### config.mk
export PLATFORM = sky130hd
export DESIGN_NAME = slt_seq32
export DESIGN_NICKNAME = d
export VERILOG_FILES = /design/src/rtl/slt_seq32.sv
export SDC_FILE = /design/constraint.sdc
export NUM_CORES = 1
export LEC_CHECK = 0
export CAP_MARGIN = 20
export CORE_UTILIZATION = 48
export CTS_CLUSTER_SIZE = 30
export DETAILED_ROUTE_END_ITERATION = 6
export GPL_ROUTABILITY_DRIVEN = 0
export GPL_TIMING_DRIVEN = 0
export PLACE_DENSITY = 0.8
export SYNTH_ARGS = -nofsm -noshare
export SYNTH_HDL_FRONTEND = slang
export SYNTH_SLANG_ARGS = --single-unit
### constraint.sdc
create_clock -name clk -period 3.3 [get_ports clk]
set_clock_uncertainty 0.2 [all_clocks]
set_input_delay 0.825 -clock clk [delete_from_list [all_inputs] [get_ports clk]]
set_output_delay 0.825 -clock clk [all_outputs]
set_load 0.02 [all_outputs]
### src/rtl/slt_seq32.sv
// rtl/slt_seq32.sv - multi-cycle 32-bit set-less-than, one nibble per cycle MSB first
//
// Ports:
//   clk        rising-edge clock
//   rst_n      synchronous active-low reset
//   start      compare request, sampled only in IDLE
//   is_signed  1 = two's-complement compare, 0 = unsigned (sampled with start)
//   A, B       32-bit operands (sampled with start)
//   busy       high whenever the unit is not IDLE
//   done       registered one-cycle pulse, C updated on the same edge
//   C          32'd1 when A < B, else 32'd0; held until the next done
//
// Build option: SLT_SEQ32_EARLY_EXIT_EN leaves CMP at the first differing
// nibble (1-8 cycle latency); otherwise all 8 nibbles are scanned.

module slt_seq32 (
  input  logic        clk,
  input  logic        rst_n,
  input  logic        start,
  input  logic        is_signed,
  input  logic [31:0] A,
  input  logic [31:0] B,
  output logic        busy,
  output logic        done,
  output logic [31:0] C
);

`ifdef SLT_SEQ32_EARLY_EXIT_EN
  localparam bit EARLY_EXIT = 1'b1;
`else
  localparam bit EARLY_EXIT = 1'b0;
`endif

  typedef enum logic [1:0] {
    S_IDLE = 2'd0,
    S_CMP  = 2'd1,
    S_DONE = 2'd2
  } state_t;

  state_t      state;
  state_t      state_nx;
  logic [31:0] a_r;
  logic [31:0] b_r;
  logic [2:0]  idx;
  logic        lt_r;
  logic        decided_r;

  logic [3:0]  a_nib;
  logic [3:0]  b_nib;
  logic        dec_now;
  logic        lt_now;
  logic        last;

  // Once a decision is latched later nibbles cannot change it, so the
  // verdict for this cycle is either the held one or this nibble's.
  always_comb begin
    a_nib   = a_r[{idx, 2'b00} +: 4];
    b_nib   = b_r[{idx, 2'b00} +: 4];
    dec_now = decided_r;
    lt_now  = lt_r;
    if (!decided_r) begin
      if (a_nib < b_nib) begin
        dec_now = 1'b1;
        lt_now  = 1'b1;
      end else if (a_nib > b_nib) begin
        dec_now = 1'b1;
        lt_now  = 1'b0;
      end
    end
    last = (idx == 3'd0) || (EARLY_EXIT && dec_now);
  end

  always_ff @(posedge clk) begin
    if (!rst_n) begin
      state <= S_IDLE;
    end else begin
      state <= state_nx;
    end
  end

  always_comb begin
    state_nx = state;
    case (state)
      S_IDLE:  if (start) state_nx = S_CMP;
      S_CMP:   if (last)  state_nx = S_DONE;
      S_DONE:  state_nx = S_IDLE;
      default: state_nx = S_IDLE;
    endcase
  end

  assign busy = (state != S_IDLE);

  always_ff @(posedge clk) begin
    if (!rst_n) begin
      a_r       <= 32'd0;
      b_r       <= 32'd0;
      idx       <= 3'd0;
      lt_r      <= 1'b0;
      decided_r <= 1'b0;
      done      <= 1'b0;
      C         <= 32'd0;
    end else begin
      done <= 1'b0;
      case (state)
        S_IDLE: begin
          if (start) begin
            // Flipping the sign bit of both operands maps two's-complement
            // ordering onto unsigned ordering.
            a_r       <= A ^ {is_signed, 31'd0};
            b_r       <= B ^ {is_signed, 31'd0};
            idx       <= 3'd7;
            lt_r      <= 1'b0;
            decided_r <= 1'b0;
          end
        end
        S_CMP: begin
          lt_r      <= lt_now;
          decided_r <= dec_now;
          idx       <= idx - 3'd1;
          if (last) begin
            C    <= {31'd0, lt_now};
            done <= 1'b1;
          end
        end
        default: ;
      endcase
    end
  end

endmodule

==> impl_results.md <==
- Most common cell after layout, fill and taps aside: nand2_1
- Ys async rst share: 0%
- Vias in the first global route: between 2,000 and 3,000
- Full die area: just under 8000 um^2
- Final nets: approximately 580
- Syn Inst Count: slightly below 400
- Antenna-violating nets left: 0
- Pre-CTS WS: 0.6008 ns
- Cts hold-fix bufs: 0
- Power Dens Cells: roughly 490 nW/um^2
- DR vias/cell: between 4 and 5
- Resize count post-CTS: 0
- Starting Density: about 50%
- PortBufs: 69
- Synth cell types: 37
- IO Count: 102
- Final HPWL DP: about 6000 um
- Synth Area per Inst: 9.169 um^2
- Setup-failing EPs final: 0
- Max FO, Critical Path: 10
- CTS clk-pin slew, worst paths: 0.07 ns
- Worst-skew pair later-pin latency: ~0.35 ns
- Post-synth EDFFs: 0
- Routed WL per cell: between 10 and 15 um
- First-pass GRT wire length: approximately 13,000 um
- Register area share after synthesis: between 40% and 50%
- Startpoint Class: register
- Largest net degree at the start of global routing: 13
- Drt total wl: roughly 8300 um
- Core Rows: 31
- Vias: between 2,000 and 3,000
- Worst hold path type: register to register
- Synth Register Bits: 73
- Final hold vios: 0
- Root buffer cell: clkbuf_8
- Remaining DRCs: 0
- # diodes: 0
- Final worst path period share: between 80% and 90%
- Antenna violations before repair: 0
- Setup TNS: 0 ns
- CORE AREA: around 7300 um^2
- Die height: slightly below 90 um
- Max_cap viols: 0
- Worst setup EP type: register
- Warnings from Yosys: 0
- Final Cell Area: ~4800 um^2
- LEAKAGE: ~2 nW
- Max-slew violations: 0
- Post-CTS setup buffers: 0
- Sinks on the clock net: between 70 and 80
- Worst Tran Pin Value: about 0.56 ns
- Rel. slew slack: 63.00%
- CTS Buf Count: 9
- Chip Width: approximately 89 um
- RSZ-0062 raised after global routing: false
- CTS tree: yes
- Commonest cells after routing, fill and taps aside: 130 x nand2_1, 73 x dfxtp_1, 69 x clkdlybuf4s50_1
- Critical Path AT: 2.88 ns
- Most used DFF post-synth: dfxtp_1
- Overall Global Routing Usage: 22.77%
- Maximum vdd drop: between 200 and 250 uV
- Htree depth: 3
- Status: finished clean
- Area Overhead vs Synth: 32.50%
- Worst Path Required: 3.37 ns
- Kind of critical path: register to register
- Maximum buffer depth of the clock tree: 2
- Fmax: 355.1 MHz
- Placed inst area: 4531 um^2
- 1st-iter DRT viols: about 140
- Smallest setup slack after layout: between 0.4 and 0.5 ns
- Fin crit period: approximately 2.8 ns
- Share of cells above drive strength 1: around 15%
- Synthesized area: 3603 um^2
- Total iterations of the first detailed-routing run: 4
- Gr ovfl total: 0
## where the power goes
part | internal (W) | leakage (nW) | switching, W
logic | 0.000259 | 1.29 | 0.000256
registers | 0.000948 | 0.600 | 0.0000369
clock network | 0.000522 | 0.120 | 0.000332
total | 0.00173 | 2.01 | 0.000626
## through the flow
stage	hold WS (ns)	util, %	total power [W]	std cells
after global routing	0.2847	65.83	0.002455	607
after global placement	0.2369	62.46	0.001490	591
after floorplan	0.2303	-	0.001334	423
after detailed placement	0.2451	62.46	0.001508	591
final	0.2537	65.83	0.002354	607
after CTS	0.2552	65.83	0.002357	607
## metal layers
layer / GRT usage (%) / part of all wire, % / vias to the layer above
met5: 0 / 0 / -
met4: 14.52 / 2.9 / 0
met3: 3.825 / 5.1 / 23
met2: 38.53 / 49 / 98
met1: 26.84 / 43 / 1371
li1: - / - / 1485
## registers in the layout (all words and copies together), names as in the netlist
name,count
b_r,32
lt_r,1
decided_r,1
C,1
state,2
idx,3
done,1
a_r,32
## path summary, 6_finish.rpt
kind                            cells after the start     from  slack [ns]      end
worst max-delay path                                8   idx[0]        0.48     lt_r
worst max register to register                      8   idx[0]        0.48     lt_r
worst min-delay path                                2  a_r[11]        0.25  a_r[11]
worst min register to register                      2  a_r[11]        0.25  a_r[11]
## synth_stat cells (3+ instances only)
library cell,number,share of area (%)
o211a_1,4,1.1
nand2b_1,3,0.52
o21ai_0,5,0.69
mux4_2,9,5.6
and2_1,3,0.52
mux2_2,4,1.2
a21boi_0,52,11
nor2_1,4,0.42
dfxtp_1,73,41
buf_2,7,0.97
mux4_1,7,5.1
nand2_1,130,14
buf_6,6,1.9
clkbuf_1,9,0.94
mux2i_1,4,1.1
ha_1,6,2.1
inv_1,3,0.31
buf_4,32,6.7
a21boi_1,10,2.1
## cell type report
type,count,area [um^2]
inverter,4,15.01
buffer,56,384.1
fill,603,2479
sequential,73,1461
multi-input combinational,290,1856
timing repair buffer,69,690.7
clock inverter,5,102.6
tap,99,123.9
clock buffer,11,141.4
## critical path, stage by stage (launching register included)
cell and delay [ns]:
dfxtp_1 0.33, buf_6 0.17, mux4_1 0.61, mux2_2 0.29, ha_1 0.30, o21ai_0 0.24
a21oi_1 0.07, or3_1 0.36, o22ai_1 0.16
## kinds of logic (layout without fill, tap and decap cells)
family	count (synthesis)	after routing	share of synthesized area, %
AOI/OAI and AO/OA	77	77	15.80
xor gates and xnor gates	2	2	0.4862
adders and majority gates	6	6	2.083
buffers and inverters	60	145	11.08
DFF	73	73	40.56
muxes	24	24	13.09
other	1	31	0.1041
and+or+nand+nor	150	150	16.81
(Power assumes the default switching activity.)
